===== config.mk =====
export PLATFORM = sky130hd
export DESIGN_NAME = fd_dram_arbiter
export DESIGN_NICKNAME = d
export VERILOG_FILES = /design/src/rtl/fd_dram_arbiter_pkg.sv /design/src/rtl/fd_rr_picker.sv /design/src/rtl/fd_dram_arbiter.sv
export SDC_FILE = /design/constraint.sdc
export NUM_CORES = 1
export LEC_CHECK = 0
export ABC_AREA = 1
export BUFFER_PORTS_ARGS = -buffer_cell sky130_fd_sc_hd__buf_2
export CAP_MARGIN = 20
export CORE_AREA = 5 5 152 154
export CTS_CLUSTER_SIZE = 28
export DETAILED_ROUTE_END_ITERATION = 8
export DIE_AREA = 0 0 157 159
export GPL_ROUTABILITY_DRIVEN = 0
export PLACE_DENSITY = 0.69
export SYNTH_ARGS = -nofsm -noshare
export SYNTH_HDL_FRONTEND = slang
export SYNTH_SLANG_ARGS = --single-unit

===== constraint.sdc =====
create_clock -name clk -period 1.8 [get_ports clk]
set_clock_uncertainty 0.1 [all_clocks]
set_input_delay 0.18 -clock clk [delete_from_list [all_inputs] [get_ports clk]]
set_output_delay 0.18 -clock clk [all_outputs]
set_load 0.01 [all_outputs]

===== src/rtl/fd_dram_arbiter_pkg.sv =====
// rtl/fd_dram_arbiter_pkg.sv - shared types, address map and helpers for the FD DRAM arbiter
package fd_dram_arbiter_pkg;

    localparam logic [16:0] DRAM_BASE_ADDR = 17'h10000;
    localparam int          REC_BYTES      = 8;

    typedef enum logic [2:0] {
        IDLE,
        RD_ADDR,
        RD_DATA,
        WR_ADDR_DATA,
        WR_RESP,
        RESP
    } ARB_STATE;

    typedef struct packed {
        logic [31:0] res_info;
        logic [31:0] D_man_Info;
    } Dram_data;

    // Byte address of a record; 17 bits holds the full id range without overflow.
    function automatic logic [16:0] rec_addr(input logic [7:0] id);
        return DRAM_BASE_ADDR + 17'(id) * 17'(REC_BYTES);
    endfunction

endpackage


===== src/rtl/fd_rr_picker.sv =====
// rtl/fd_rr_picker.sv - combinational 2-way grant; FD_ARB_RR_EN selects round-robin over fixed priority
module fd_rr_picker (
    input  logic [1:0] req_valid,
`ifdef FD_ARB_RR_EN
    input  logic       rr_last,
`endif
    output logic       gnt_any,
    output logic       gnt_idx
);

    always_comb begin
        gnt_any = |req_valid;
`ifdef FD_ARB_RR_EN
        if (&req_valid) begin
            gnt_idx = ~rr_last;
        end else begin
            gnt_idx = req_valid[1];
        end
`else
        gnt_idx = ~req_valid[0];
`endif
    end

endmodule


===== src/rtl/fd_dram_arbiter.sv =====
// rtl/fd_dram_arbiter.sv - serialises two FD requesters onto one AXI4-Lite DRAM bridge (FD_ARB_RR_EN: round-robin)
module fd_dram_arbiter
    import fd_dram_arbiter_pkg::*;
(
    input  logic             clk,
    input  logic             rst_n,
    input  logic [1:0]       req_valid,
    output logic [1:0]       req_ready,
    input  logic [1:0]       req_we,
    input  logic [1:0][7:0]  req_id,
    input  Dram_data [1:0]   req_wdata,
    output logic [1:0]       rsp_valid,
    output Dram_data         rsp_rdata,
    output logic             rsp_err,
    output logic             ar_valid,
    input  logic             ar_ready,
    output logic [16:0]      ar_addr,
    input  logic             r_valid,
    output logic             r_ready,
    input  logic [63:0]      r_data,
    input  logic [1:0]       r_resp,
    output logic             aw_valid,
    input  logic             aw_ready,
    output logic [16:0]      aw_addr,
    output logic             w_valid,
    input  logic             w_ready,
    output logic [63:0]      w_data,
    input  logic             b_valid,
    output logic             b_ready,
    input  logic [1:0]       b_resp
);

    ARB_STATE    state_q, state_d;
    logic        gnt_q, gnt_d;
    logic [16:0] addr_q, addr_d;
    Dram_data    wdata_q, wdata_d;
    Dram_data    rdata_q, rdata_d;
    logic        err_q, err_d;
    logic        aw_done_q, aw_done_d;
    logic        w_done_q, w_done_d;
    logic        gnt_any, gnt_idx;

`ifdef FD_ARB_RR_EN
    logic        rr_last_q, rr_last_d;

    fd_rr_picker u_picker (
        .req_valid (req_valid),
        .rr_last   (rr_last_q),
        .gnt_any   (gnt_any),
        .gnt_idx   (gnt_idx)
    );
`else
    fd_rr_picker u_picker (
        .req_valid (req_valid),
        .gnt_any   (gnt_any),
        .gnt_idx   (gnt_idx)
    );
`endif

    assign ar_addr   = addr_q;
    assign aw_addr   = addr_q;
    assign w_data    = wdata_q;
    assign rsp_rdata = rdata_q;

    always_comb begin
        state_d   = state_q;
        gnt_d     = gnt_q;
        addr_d    = addr_q;
        wdata_d   = wdata_q;
        rdata_d   = rdata_q;
        err_d     = err_q;
        aw_done_d = aw_done_q;
        w_done_d  = w_done_q;
`ifdef FD_ARB_RR_EN
        rr_last_d = rr_last_q;
`endif
        req_ready = 2'b00;
        rsp_valid = 2'b00;
        rsp_err   = 1'b0;
        ar_valid  = 1'b0;
        r_ready   = 1'b0;
        aw_valid  = 1'b0;
        w_valid   = 1'b0;
        b_ready   = 1'b0;

        case (state_q)
            IDLE: begin
                if (gnt_any) begin
                    req_ready[gnt_idx] = 1'b1;
                    gnt_d     = gnt_idx;
                    addr_d    = rec_addr(req_id[gnt_idx]);
                    wdata_d   = req_wdata[gnt_idx];
                    err_d     = 1'b0;
                    aw_done_d = 1'b0;
                    w_done_d  = 1'b0;
`ifdef FD_ARB_RR_EN
                    rr_last_d = gnt_idx;
`endif
                    state_d   = req_we[gnt_idx] ? WR_ADDR_DATA : RD_ADDR;
                end
            end
            RD_ADDR: begin
                ar_valid = 1'b1;
                if (ar_ready) state_d = RD_DATA;
            end
            RD_DATA: begin
                r_ready = 1'b1;
                if (r_valid) begin
                    rdata_d = r_data;
                    err_d   = |r_resp;
                    state_d = RESP;
                end
            end
            WR_ADDR_DATA: begin
                // AW and W complete independently; each valid drops after its own handshake.
                aw_valid = ~aw_done_q;
                w_valid  = ~w_done_q;
                if (!aw_done_q && aw_ready) aw_done_d = 1'b1;
                if (!w_done_q && w_ready)   w_done_d  = 1'b1;
                if (aw_done_d && w_done_d)  state_d   = WR_RESP;
            end
            WR_RESP: begin
                b_ready = 1'b1;
                if (b_valid) begin
                    err_d   = |b_resp;
                    state_d = RESP;
                end
            end
            RESP: begin
                rsp_valid[gnt_q] = 1'b1;
                rsp_err          = err_q;
                state_d          = IDLE;
            end
            default: state_d = IDLE;
        endcase
    end

    always_ff @(posedge clk or negedge rst_n) begin
        if (!rst_n) begin
            state_q   <= IDLE;
            gnt_q     <= 1'b0;
            addr_q    <= '0;
            wdata_q   <= '0;
            rdata_q   <= '0;
            err_q     <= 1'b0;
            aw_done_q <= 1'b0;
            w_done_q  <= 1'b0;
`ifdef FD_ARB_RR_EN
            rr_last_q <= 1'b1;
`endif
        end else begin
            state_q   <= state_d;
            gnt_q     <= gnt_d;
            addr_q    <= addr_d;
            wdata_q   <= wdata_d;
            rdata_q   <= rdata_d;
            err_q     <= err_d;
            aw_done_q <= aw_done_d;
            w_done_q  <= w_done_d;
`ifdef FD_ARB_RR_EN
            rr_last_q <= rr_last_d;
`endif
        end
    end

endmodule


# Word level (Yosys, flattened, before mapping)
# Index checks and enable logic that the tools add are counted.
# op_classes
add_sub_neg,1
multipliers,0
div,0
order_cmp,4
eq_ne,10
shift,0
muxes,36
bitwise_logic,3
n_reduce_logical,18
# ops
cell,count
2-to-1 mux 64 bit,2
"adder 17 x 11 -> 17 bit, first input constant",1
2-to-1 mux 1 bit,17
2-to-1 mux 8 bit,2
2-to-1 mux 3 bit,5
case mux 3 bit (5 select lines),1
"inequality test 2 bit, second input constant",5
2-to-1 mux 2 bit,4
"equality test 3 x 2 -> 1 bit, second input constant",2
"equality test 3 bit, second input constant",2
AND reduction 2 bit,3
OR reduction 2 bit,3
logical AND 1 bit,5
AND reduction 5 bit,1
"< comparator 1 x 2 -> 1 bit, second input constant",2
case mux 1 bit (2 select lines),2
AND reduction 4 bit,1
"equality test 3 x 1 -> 1 bit, second input constant",1
zero test 3 bit,1
inverter 1 bit,3
case mux 1 bit (3 select lines),1
nonzero test 3 bit,1
demux 1 bit (select 1 bit),2
">= comparator 1 bit, second input constant",2
2 further kinds,3
# totals
regBits,152
latchBits,0
ramBits,0
rom_bits,0
inputBits,223
output_inout_bits,172
word_cells,82
n_memories,0

# Logic depth before layout (Yosys ltp)
# Gate-level depths: netlist of the first run.
# logic_depth
depth_word,7
depth_mapped,8
mapped_depth_nobuf,8

# By module
# A second synthesis of the first run with hierarchy kept.
# hier_totals
cells_unflattened,772
hier_area_um2,6508.7
# by_module_without_submodules
module,n_inst,cells_each,area_each_um2,seq_area_each_um2
fd_dram_arbiter,1,769,6495.0,3603.5
fd_rr_picker,1,3,13.8,0.0

# Least setup slack after synthesis of the first run
# Ideal clock, no wire load.
# synth_path
kind,register to register
start,register state_q[0]
end,"register rdata_q, in the netlist rsp_rdata[54]"
setup_time_ps,117
arrival_ps,1230
required_ps,1583
slack_ps,353
stages_incl_launch_ff,7
path_buffers,2
period_less_slack_ps,1447
path_cell_list,dfrtp_1 > buf_2 > nor3_2 > nand2_1 > clkbuf_1 > nand2_1 > nand2_1
# synth_via
elab_chain_len,2
# synth_rtl
item,line_no,rtl
"start, declared",fd_dram_arbiter.sv:33,"ARB_STATE state_q, state_d;"
"start signal, assigned",fd_dram_arbiter.sv:152,state_q <= state_d;
equality test 3 x 2 -> 1 bit,fd_dram_arbiter.sv:86,case (state_q)
AND reduction 2 bit (no line),n/a,
"end signal, assigned",fd_dram_arbiter.sv:156,rdata_q <= rdata_d;
"end, declared",fd_dram_arbiter.sv:37,"Dram_data rdata_q, rdata_d;"
# No other way between the ends.
# A chain may end at the register's enable or synchronous reset.

# Final worst setup path of the first run
# layout_path
start,register state_q[0]
end,output r_ready
# layout_via
elab_chain_len,2
# layout_rtl
item,line_no,rtl
equality test 3 x 2 -> 1 bit,fd_dram_arbiter.sv:86,
2-to-1 mux 1 bit,fd_dram_arbiter.sv:86,
"end, declared",fd_dram_arbiter.sv:19,"output logic r_ready,"
# No other way between the ends.

==> results.ini, run 1 <==
[sta]
hold_slack_ps = 40.35
tightestPinTransition_ps = 544.9
clock.fmax_ghz = 0.5796
post-route-worst-setup-slack_ps = 74.58
final-hold-violation-count = 0
slew_viol_final = 0
slew_headroom = 0.6368
grt_setup_unrepaired = true
totalNegativeSetupSlack_ps = 0
shortest_clock_period_the_worst_path_allows_after_layout_ps = 1725
share_of_the_clock_period_used_by_the_worst_path_after_layout = 0.9586
number_of_setup_violations_in_the_final_report = 0

[drt]
route.detailed.wl_per_inst_um = 17.06
detail-route-antenna-nets = 0
num_vias = 7904
total_wire_length_mm = 27.96
detail_route.iter0.violations = 539
drt_drc_violations_left = 0
vias_per_cell = 4.822
drt_pre_antenna_iters = 7

[critical_path]
dominant_delay_contributor_by_cell_family_on_the_critical_path = flip-flops
worst_ep_arrival_time_ps = 1450
ordered_list_of_cells_on_the_worst_path = buf_4 > nor3_4 > buf_12 > buf_2
worstSetupPathType = reg -> out
setup.worst_path.start_class = register
worstPathBufferInverterCount = 3
end_kind = output port
path_max_fanout = 5
standard_cell_with_the_maximum_stage_delay_on_the_critical_path = sky130_fd_sc_hd__dfrtp_2
critical_path.max_stage_delay_ps = 450
critical_path_required_ps = 1520

[clocking]
cts_tree = yes
clkSinkCount = 144
clock-root-buffer = sky130_fd_sc_hd__clkbuf_16
worst_setup_hold_path_clk_slew_ps = 60
htreeDepth = 4
cts_buffer_depth = 2
number_of_clock_buffers_inserted_by_tritoncts = 17
clock_latency_of_the_later_clocked_register_in_the_worst_skew_pair_ps = 410

[run]
drv_cap = 0

[power]
totalPowerFinal_mw = 16.53
power-per-cell-area_nw_per_um2 = 1433
peakVddDrop_uv = 913.0
cellLeakagePower_nw = 6.130

[final_layout]
layout-area-overhead-vs-synth_pct = 77.53
seqCellArea_um2 = 3607
fill_cells = 1804
final_layout_size_suffix_gt1_frac = 0.3294
multiInputGateArea_um2 = 2515
layout.cells.most_common = sky130_fd_sc_hd__buf_2
num-nets-final = 1568
final_std_cells_w_o_fill = 1639
final_cell_mix = sky130_fd_sc_hd__buf_2, sky130_fd_sc_hd__nand2_1, sky130_fd_sc_hd__dlygate4sd3_1, sky130_fd_sc_hd__nor2_1, sky130_fd_sc_hd__dfrtp_1

[worst_hold_path]
hold_path_class = in -> reg

[floorplanning]
core.rowCount = 54
placeable_core_region_um2 = 21550
floorplan.die.height_um = 159
dieArea_um2 = 24960
initial_utilization = 0.3015
design.portCount = 395
die_width_um = 157

[grt]
grt_pass1_vias = 8194
grt_start_max_net_pins = 117
grt_overflow_total = 0
overall_global_routing_usage = 0.2168
grt_pass1_wl_mm = 43.46
antenna_found_initial = 1

[logic_synthesis]
syn_avg_cell_area_um2 = 8.364
yosysWarningCount = 0
synth.largest_area_cell = sky130_fd_sc_hd__dfrtp_1
synth-seq-cells = 144
synth.cell_area_um2 = 6499
netlist_instances = 777
number_of_distinct_library_cells_after_synthesis = 23
synth_top_area_share = 0.5545
synth_seq_area_share = 0.5545
top_area_cells_in_the_synthesized_netlist = sky130_fd_sc_hd__dfrtp_1, sky130_fd_sc_hd__nand2_1, sky130_fd_sc_hd__nor2_1, sky130_fd_sc_hd__o31ai_1, sky130_fd_sc_hd__nand3_1

[place]
detailedPlace.worstSlack_ps = 137.2
io_port_bufs = 378
dp_cells = 1388
hpwl_mm = 16.87

[status]
status = completed

where the power goes:
part           switching [mW]  internal (mW)  total, mW
combinational            4.00           2.91       6.92
clock                    1.45           2.46       3.91
sequential              0.927           4.78       5.70
cells in the mapped netlist (all sizes together):
master / number
dfrtp: 144
o21bai: 2
clkbuf: 29
or2: 2
a31oi: 1
inv: 18
nand2: 219
o31ai: 72
nor3: 2
nor2: 158
o21ai: 6
buf: 49
conb: 1
nand3: 72
nand4: 1
a21oi: 1
layer usage:
metal | share of wire | track usage
met1 | 0.39 | 0.2644
met2 | 0.47 | 0.3515
met3 | 0.10 | 0.06170
met4 | 0.044 | 0.1041
met5 | 0 | 0
logic make-up after synthesis:
kind of cell           after synthesis  synth area share
other                                1         0.0005770
AND/OR/NAND/NOR                    454            0.2788
flip-flops                         144            0.5545
buffers and inverters               96           0.07432
AO/OA/AOI/OAI                       82           0.09183
worst min-delay path, delay by kind of cell:
family	cells	cell delay [ps]
AO/OA/AOI/OAI	1	90
buffers and inverters	1	100
AND/OR/NAND/NOR	1	130
state kept, by name, indices dropped and copies added, names as in the netlist:
signal / flops
ar_addr: 9
w_data: 64
aw_done_q: 1
w_done_q: 1
rsp_rdata: 64
gnt_q: 1
err_q: 1
state_q: 3
through the flow:
stage,cell area (um^2),utilization
after floorplan,6555,-
after CTS,11500,0.5335
final,11540,0.5353
after global routing,11530,0.5352
after detailed placement,8632,0.4005
after global placement,8632,0.4005
area by class of cell:
type	instances	share of cell area
clock inverters	13	0.01822
diodes	2	0.0004338
flip-flops and latches	144	0.3127
clock buffers	18	0.03720
repair buffers	612	0.3766
multi-input cells	552	0.2180
inverters	18	0.006507
well taps	280	0.03037
path summary, 6_finish.rpt:
check                                              start                   endpoint  slack [ps]  depth (start not counted)
worst max-delay path              state_q[0]$_DFFE_PN0P_                    r_ready          70                          4
worst min-delay path                       req_wdata[48]     w_data[48]$_DFFE_PN0P_          40                          3
worst max register to register    state_q[1]$_DFFE_PN0P_     ar_addr[3]$_DFFE_PN0P_         150                          4
worst min register to register  rsp_rdata[6]$_DFFE_PN0P_   rsp_rdata[6]$_DFFE_PN0P_         370                          2
max in group asynchronous                          rst_n          err_q$_DFFE_PN0P_         770                          3
min in group asynchronous                          rst_n  rsp_rdata[51]$_DFFE_PN0P_         190                          2
repair_timing:
item,CTS,global route
setup buffers,4,1
cloned,2,0
gates resized for setup,8,7
hold buffers,211,0
endpoints found under the hold margin,187,0
endpoints found under the setup margin,5,8
pin swaps,2,1
Power figures use the tool's default switching activity.
==> run 2, diff against run 1 <==
--- a/config.mk
+++ b/config.mk
@@ -9,6 +9,7 @@
 export BUFFER_PORTS_ARGS = -buffer_cell sky130_fd_sc_hd__buf_2
 export CAP_MARGIN = 20
 export CORE_AREA = 5 5 152 154
+export CTS_BUF_LIST = sky130_fd_sc_hd__clkbuf_16
 export CTS_CLUSTER_SIZE = 28
 export DETAILED_ROUTE_END_ITERATION = 8
 export DIE_AREA = 0 0 157 159
@@ -16,4 +17,5 @@
 export PLACE_DENSITY = 0.69
 export SYNTH_ARGS = -nofsm -noshare
 export SYNTH_HDL_FRONTEND = slang
+export SYNTH_HIERARCHICAL = 1
 export SYNTH_SLANG_ARGS = --single-unit
==> run 2 against run 1 <==
Hold slack got worse by 19 ps. Worst setup slack worse by 11 ps. Cell area down 1.3%. Synthesized cell count shrank 0.64%. Register-to-register slack worse by 80 ps. Sequential share of layout area up 0.42 points. Non-clock buffer count up 9. Global-route usage down 0.11 points. Critical path depth is the same. Routed wire length down 0.94%. Utilization decreased by 0.70 points. Area after synthesis increased by 0.15%.
==> results.ini, run 2 <==
[logic_synthesis]
number_of_distinct_library_cells_after_synthesis = 24  ; +4.3%
synth-main-ff-cell = sky130_fd_sc_hd__dfrtp_1
syn_avg_cell_area_um2 = 8.431  ; +0.80%
synth_top_area_share = 0.5536  ; -0.0008527
top_area_cells_in_the_synthesized_netlist = sky130_fd_sc_hd__dfrtp_1, sky130_fd_sc_hd__nand2_1, sky130_fd_sc_hd__nand3_1, sky130_fd_sc_hd__buf_6, sky130_fd_sc_hd__buf_4
netlist_instances = 772  ; -0.64%
synth_commonest_cells = sky130_fd_sc_hd__nand2_1, sky130_fd_sc_hd__dfrtp_1, sky130_fd_sc_hd__nand3_1, sky130_fd_sc_hd__buf_4, sky130_fd_sc_hd__buf_6
yosysWarningCount = 6  ; +6
synth-seq-cells = 144  ; unchanged
synth_most_common_cell = sky130_fd_sc_hd__nand2_1
synth_edf_count = 0  ; unchanged
synth.cell_area_um2 = 6509  ; +0.15%
synth.largest_area_cell = sky130_fd_sc_hd__dfrtp_1
synth_seq_area_share = 0.5536  ; -0.0008527
asyncSetResetFlopFracSynth = 1.000  ; unchanged

[critical_path]
worst_ep_arrival_time_ps = 1460  ; about the same
critical_path.max_stage_delay_ps = 470  ; +20 ps
setup.worst_path.start_class = register
worstSetupPathType = reg -> out
ordered_list_of_cells_on_the_worst_path = nor2_4 > nand3_4 > nor2_4 > buf_6
standard_cell_with_the_maximum_stage_delay_on_the_critical_path = sky130_fd_sc_hd__dfrtp_2
reg2reg_depth = 7  ; +3
timing.critical_path.mode_cell = sky130_fd_sc_hd__nor2_4
end_kind = output port
path_max_fanout = 7  ; +2
critical_path_required_ps = 1520  ; about the same

[clocking]
number_of_clock_buffers_inserted_by_tritoncts = 17  ; unchanged
clock-root-buffer = sky130_fd_sc_hd__clkbuf_16
cts_buffer_depth = 2  ; unchanged
clkSinkCount = 144  ; unchanged
worst_setup_hold_path_clk_slew_ps = 60  ; about the same
htreeDepth = 4  ; unchanged
clock_latency_of_the_later_clocked_register_in_the_worst_skew_pair_ps = 410  ; about the same
cts_tree = yes

[run]
drv_cap = 0  ; unchanged

[sta]
clock.fmax_ghz = 0.5760  ; -0.62%
number_of_setup_violations_in_the_final_report = 0  ; unchanged
hold_slack_ps = 21.77  ; -18.57 ps
grt_setup_unrepaired = true
share_of_the_clock_period_used_by_the_worst_path_after_layout = 0.9645  ; +0.005941
slew_viol_final = 0  ; unchanged
shortest_clock_period_the_worst_path_allows_after_layout_ps = 1736  ; +10.69 ps
final-hold-violation-count = 0  ; unchanged
totalNegativeSetupSlack_ps = 0  ; unchanged

[floorplanning]
die_width_um = 157  ; unchanged
initial_utilization = 0.3020  ; +0.0004644
floorplan.die.height_um = 159  ; unchanged
design.portCount = 395  ; unchanged
core.rowCount = 54  ; unchanged
placeable_core_region_um2 = 21550  ; unchanged
dieArea_um2 = 24960  ; unchanged

[grt]
overall_global_routing_usage = 0.2157  ; -0.001140
antenna_found_initial = 3  ; +2
grt_pass1_wl_mm = 42.95  ; -1.2%
grt_pass1_vias = 7963  ; -2.8%
grt_start_max_net_pins = 65  ; -44%
grt_overflow_total = 0  ; unchanged

[worst_hold_path]
hold_path_class = in -> reg
hold-path-cell-count = 5  ; +2

[drt]
vias_per_cell = 4.651  ; -3.6%
detail_route.iter0.violations = 706  ; +31%
total_wire_length_mm = 27.70  ; -0.94%
drt_pre_antenna_iters = 5  ; -2
num_vias = 7688  ; -2.7%
detail-route-antenna-nets = 0  ; unchanged
drt_drc_violations_left = 0  ; unchanged
route.detailed.wl_per_inst_um = 16.76  ; -1.8%

[power]
peakVddDrop_uv = 698.6  ; -23%
power-per-cell-area_nw_per_um2 = 1416  ; -1.1%
cellLeakagePower_nw = 6.164  ; +0.55%

[status]
status = completed

[final_layout]
final_std_cells_w_o_fill = 1653  ; +0.85%
num-nets-final = 1580  ; +0.77%
final_layout_size_suffix_gt1_frac = 0.3328  ; +0.003444
layout.cells.most_common = sky130_fd_sc_hd__buf_2
fin_util = 0.5283  ; -0.007024
final_cell_mix = sky130_fd_sc_hd__buf_2, sky130_fd_sc_hd__nand2_1, sky130_fd_sc_hd__dlygate4sd3_1, sky130_fd_sc_hd__nand3_1, sky130_fd_sc_hd__dfrtp_1
layout-area-overhead-vs-synth_pct = 74.93
fill_cells = 1832  ; +1.6%

[place]
dp_cells = 1392  ; +0.29%
io_port_bufs = 378  ; unchanged
hpwl_mm = 16.66  ; -1.3%

## run 2: changes by cell type in the layout (fill, tap and decap cells not counted), moves of 5 or more
| cell | delta |
|---|---|
| sky130_fd_sc_hd__nor2_1 | -149 |
| sky130_fd_sc_hd__nand2_1 | +145 |
| sky130_fd_sc_hd__nand3_1 | +72 |
| sky130_fd_sc_hd__o31ai_1 | -72 |
| sky130_fd_sc_hd__buf_4 | +7 |
| sky130_fd_sc_hd__inv_1 | +7 |
| sky130_fd_sc_hd__o21ai_0 | +5 |
## run 2: repair_timing
action / in CTS / in global routing
pin swaps: 1 / 6
endpoints found under the setup margin: 6 / 62
hold buffers: 213 / 0
gates cloned: 0 / 1
hold endpoints to repair: 284 / 0
setup buffers: 4 / 9
resized for setup: 10 / 9
## run 2: kinds of logic (layout without fill, tap and decap cells)
| logic type | after synthesis | in the layout | share of synthesized area |
|---|---|---|---|
| and+or+nand+nor | 527 | 527 | 0.3428 |
| buffers and inverters | 89 | 672 | 0.09419 |
| AOI/OAI and AO/OA | 11 | 11 | 0.008843 |
| DFF | 144 | 144 | 0.5536 |
| other | 1 | 19 | 0.0005761 |
## run 2: stage by stage
| stage | total power [mW] | area, um^2 | setup slack (ps) |
|---|---|---|---|
| 2_1_floorplan | 9.257 | 6565 | 475.9 |
| 3_3_place_gp | 11.74 | 8517 | 210.4 |
| 3_5_place_dp | 11.86 | 8517 | 165.0 |
| 4_1_cts | 15.90 | 11270 | -57.09 |
| 5_1_grt | 17.26 | 11390 | -17.84 |
| 6_report | 16.13 | 11390 | 63.89 |
## run 2: worst max-delay path, delay by kind of cell (launching register included)
kind / cells / cell delay, ps
DFF: 1 / 470
and+or+nand+nor: 3 / 450
buffers and inverters: 1 / 130
## run 2: final timing paths
kind | startpoint | to | slack (ps)
worst min-delay path | r_resp[1] | err_q$_DFFE_PN0P_ | 20
worst max-delay path | state_q[0]$_DFFE_PN0P_ | req_ready[0] | 60
worst max register to register | state_q[0]$_DFFE_PN0P_ | w_data[29]$_DFFE_PN0P_ | 70
max in group asynchronous | rst_n | state_q[2]$_DFFE_PN0P_ | 840
min in group asynchronous | rst_n | w_data[27]$_DFFE_PN0P_ | 140
worst min register to register | rsp_rdata[36]$_DFFE_PN0P_ | rsp_rdata[36]$_DFFE_PN0P_ | 370
## run 2: power breakdown
group | switching [mW] | internal, mW | leakage, nW
clock | 1.51 | 1.92 | 0.263
combinational | 4.09 | 2.96 | 4.10
sequential | 0.925 | 4.72 | 1.80
total | 6.52 | 9.60 | 6.16
## run 2: layout make-up
class	count	area, um^2	area share
Timing Repair Buffer	621	4408	0.3871
Antenna cell	3	7.507	0.0006593
Inverter	19	73.82	0.006484
Clock buffer	17	425.4	0.03736
Sequential cell	144	3607	0.3168
Clock inverter	15	137.6	0.01209
Tap cell	280	350.3	0.03077
Multi-Input combinational cell	554	2376	0.2087
## run 2: metal layers
layer / part of all wire / GRT usage / vias up / routed length [um]
li1: - / - / 3569 / -
met1: 0.40 / 0.2705 / 3567 / 11140
met2: 0.45 / 0.3327 / 455 / 12460
met3: 0.095 / 0.06170 / 97 / 2628
met4: 0.053 / 0.1203 / 0 / 1470
met5: 0 / 0 / - / 0
==> run 3, diff against run 2 <==
--- a/config.mk
+++ b/config.mk
@@ -14,6 +14,7 @@
 export DETAILED_ROUTE_END_ITERATION = 8
 export DIE_AREA = 0 0 157 159
 export GPL_ROUTABILITY_DRIVEN = 0
+export GPL_TIMING_DRIVEN = 0
 export PLACE_DENSITY = 0.69
 export SYNTH_ARGS = -nofsm -noshare
 export SYNTH_HDL_FRONTEND = slang
==> run 3 against run 2 <==
Total power increased by 2.5%. Critical endpoint is now req_ready[1]. Global-route usage increased by 0.59 points. Largest power group unchanged. Cell area increased by 3.0%. Largest cell class unchanged. Utilization grew 1.6 points. Register-to-register slack hardly changed.
==> results.ini, run 3 (synthesized netlist as in run 2, its figures left out) <==
[status]
status = completed

[critical_path]
reg2reg_depth = 9  ; +2
end_kind = output port
critical_path.max_stage_delay_ps = 380  ; -90 ps
ordered_list_of_cells_on_the_worst_path = buf_6 > nor2_4 > nand2_4 > nor2_8 > buf_6 > buf_6
setup.reg_to_reg.worst_slack_ps = 70  ; about the same
worst_ep_arrival_time_ps = 1500  ; +40 ps
r2r-start = state_q[0]$_DFFE_PN0P_
standard_cell_with_the_maximum_stage_delay_on_the_critical_path = sky130_fd_sc_hd__dfrtp_1
timing.critical_path.mode_cell = sky130_fd_sc_hd__buf_6
worstSetupPathType = reg -> out
critical_path_required_ps = 1520  ; about the same
crit-reg2reg-capture = w_data[13]$_DFFE_PN0P_
setup.worst_path.start_class = register
path_max_fanout = 6  ; -1

[grt]
global_route.usage.met3 = 0.06551  ; +0.003805
grt_pass1_vias = 8205  ; +3.0%
grt_overflow_total = 0  ; unchanged
globalRouteMet1Util = 0.2626  ; -0.007929
grt_start_max_net_pins = 87  ; +34%
global_route.usage.met2 = 0.3562  ; +0.02342
grt_pass1_wl_mm = 43.79  ; +2.0%
antenna_found_initial = 3  ; unchanged
overall_global_routing_usage = 0.2216  ; +0.005927
busiest_layer = met2

[power]
peakVddDrop_uv = 840.0  ; +20%
power-per-cell-area_nw_per_um2 = 1410  ; -0.42%
power.switching_fraction = 0.4034  ; -0.0009672
p_int_mw = 9.865  ; +2.7%
clock_power_share = 0.207  ; -0.006
switching_power_mw = 6.672  ; +2.3%
cellLeakagePower_nw = 6.399  ; +3.8%
share_seq_of_total_power = 0.337  ; -0.013
power.combinational.fraction = 0.455  ; +0.018

[sta]
grt_setup_unrepaired = true
totalNegativeSetupSlack_ps = 0  ; unchanged
share_of_the_clock_period_used_by_the_worst_path_after_layout = 0.9876  ; +0.02310
slew_viol_final = 0  ; unchanged
slew_headroom = 0.6043
final-hold-violation-count = 0  ; unchanged
tightestPinTransition_ps = 593.5
hold_slack_ps = 44.30  ; +22.53 ps
shortest_clock_period_the_worst_path_allows_after_layout_ps = 1778  ; +41.58 ps
number_of_setup_violations_in_the_final_report = 0  ; unchanged
clock.fmax_ghz = 0.5625  ; -2.3%

[drt]
route.detailed.wl_per_inst_um = 17.02  ; +1.6%
detail-route-antenna-nets = 0  ; unchanged
total_wire_length_mm = 29.10  ; +5.1%
detail_route.iter0.violations = 624  ; -12%
num_vias = 7958  ; +3.5%
drt_drc_violations_left = 0  ; unchanged
drt_pre_antenna_iters = 5  ; unchanged
vias_per_cell = 4.654  ; about the same

[clocking]
worst_setup_hold_path_clk_slew_ps = 60  ; about the same
cts_buffer_depth = 2  ; unchanged
number_of_clock_buffers_inserted_by_tritoncts = 17  ; unchanged
clock-root-buffer = sky130_fd_sc_hd__clkbuf_16
clkSinkCount = 144  ; unchanged
clock_latency_of_the_later_clocked_register_in_the_worst_skew_pair_ps = 410  ; about the same
htreeDepth = 4  ; unchanged
cts_tree = yes

[floorplanning]
die_width_um = 157  ; unchanged
floorplan.die.height_um = 159  ; unchanged
dieArea_um2 = 24960  ; unchanged
initial_utilization = 0.3020  ; unchanged
design.portCount = 395  ; unchanged
core.rowCount = 54  ; unchanged
placeable_core_region_um2 = 21550  ; unchanged

[worst_hold_path]
hp-start = r_valid
hold_path_class = in -> reg
hold-path-cell-count = 4  ; -1
min_to = rsp_rdata[31]$_DFFE_PN0P_

[final_layout]
fin_util = 0.5440  ; +0.01573
final_layout_size_suffix_gt1_frac = 0.3560  ; +0.02314
layout.cells.most_common = sky130_fd_sc_hd__buf_2
layout-area-overhead-vs-synth_pct = 80.14
final_cell_mix = sky130_fd_sc_hd__buf_2, sky130_fd_sc_hd__nand2_1, sky130_fd_sc_hd__dlygate4sd3_1, sky130_fd_sc_hd__dfrtp_1, sky130_fd_sc_hd__nand3_1
num-nets-final = 1637  ; +3.6%

[run]
drv_cap = 0  ; unchanged

[place]
io_port_bufs = 378  ; unchanged
hpwl_mm = 18.19  ; +9.2%

[run 3: worst max-delay path by stage]
stage | slack (ps) | to | startpoint
finish | 20 | req_ready[1] | state_q[0]$_DFFE_PN0P_
global route | -30 | req_ready[1] | state_q[0]$_DFFE_PN0P_
CTS | -80 | b_ready | state_q[1]$_DFFE_PN0P_
detailed placement | 130 | req_ready[1] | state_q[2]$_DFFE_PN0P_
global placement | -1780 | rsp_rdata[14]$_DFFE_PN0P_ | rst_n
floorplan | 480 | w_data[56]$_DFFE_PN0P_ | state_q[1]$_DFFE_PN0P_
[run 3: power groups by stage]
stage | logic (mW) | registers (mW) | clock network, mW
after floorplan | 3.09 | 6.16 | 0
after global placement | 6.63 | 5.49 | 0
after detailed placement | 6.72 | 5.52 | 0
after CTS | 7.17 | 5.50 | 3.54
after global routing | 8.24 | 5.74 | 3.64
final | 7.53 | 5.58 | 3.43
[run 3: cell type report]
cell class	count	area [um^2]
clock inverter	15	135.1
sequential	144	3605
tap	280	350.3
fill	1797	9828
buffer	69	543.0
clock buffer	17	425.4
antenna	3	7.507
timing repair buffer	609	4202
multi-input combinational	554	2384
inverter	19	73.82
[run 3: per-stage QoR]
| step | cell area (um^2) | std cells | power, mW | worst slack, ps |
|---|---|---|---|---|
| 2_1_floorplan | 6565 | 787 | 9.257 | 475.9 |
| 3_3_place_gp | 8807 | 1445 | 12.12 | -1775 |
| 3_5_place_dp | 8841 | 1446 | 12.23 | 128.8 |
| 4_1_cts | 11570 | 1693 | 16.21 | -78.13 |
| 5_1_grt | 11730 | 1710 | 17.62 | -33.28 |
| 6_report | 11730 | 1710 | 16.54 | 22.31 |
[run 3: metal layers]
| metal | vias up | part of all wire |
|---|---|---|
| met5 | - | 0 |
| met4 | 0 | 0.053 |
| met3 | 91 | 0.096 |
| met2 | 487 | 0.47 |
| met1 | 3687 | 0.39 |
| li1 | 3693 | - |
[run 3: critical path: cells and delay by family (launching register included)]
kind	cells	cell delay [ps]
DFF	1	380
buffers and inverters	3	370
and+or+nand+nor	3	330
[run 3: what timing repair did]
item / 4_1_cts / 5_1_grt
resized for setup: 8 / 13
setup buffers: 3 / 14
pin swaps: 2 / 8
gates cloned: 0 / 1
hold buffers: 212 / 0
endpoints found under the hold margin: 197 / 0
endpoints found under the setup margin: 6 / 10
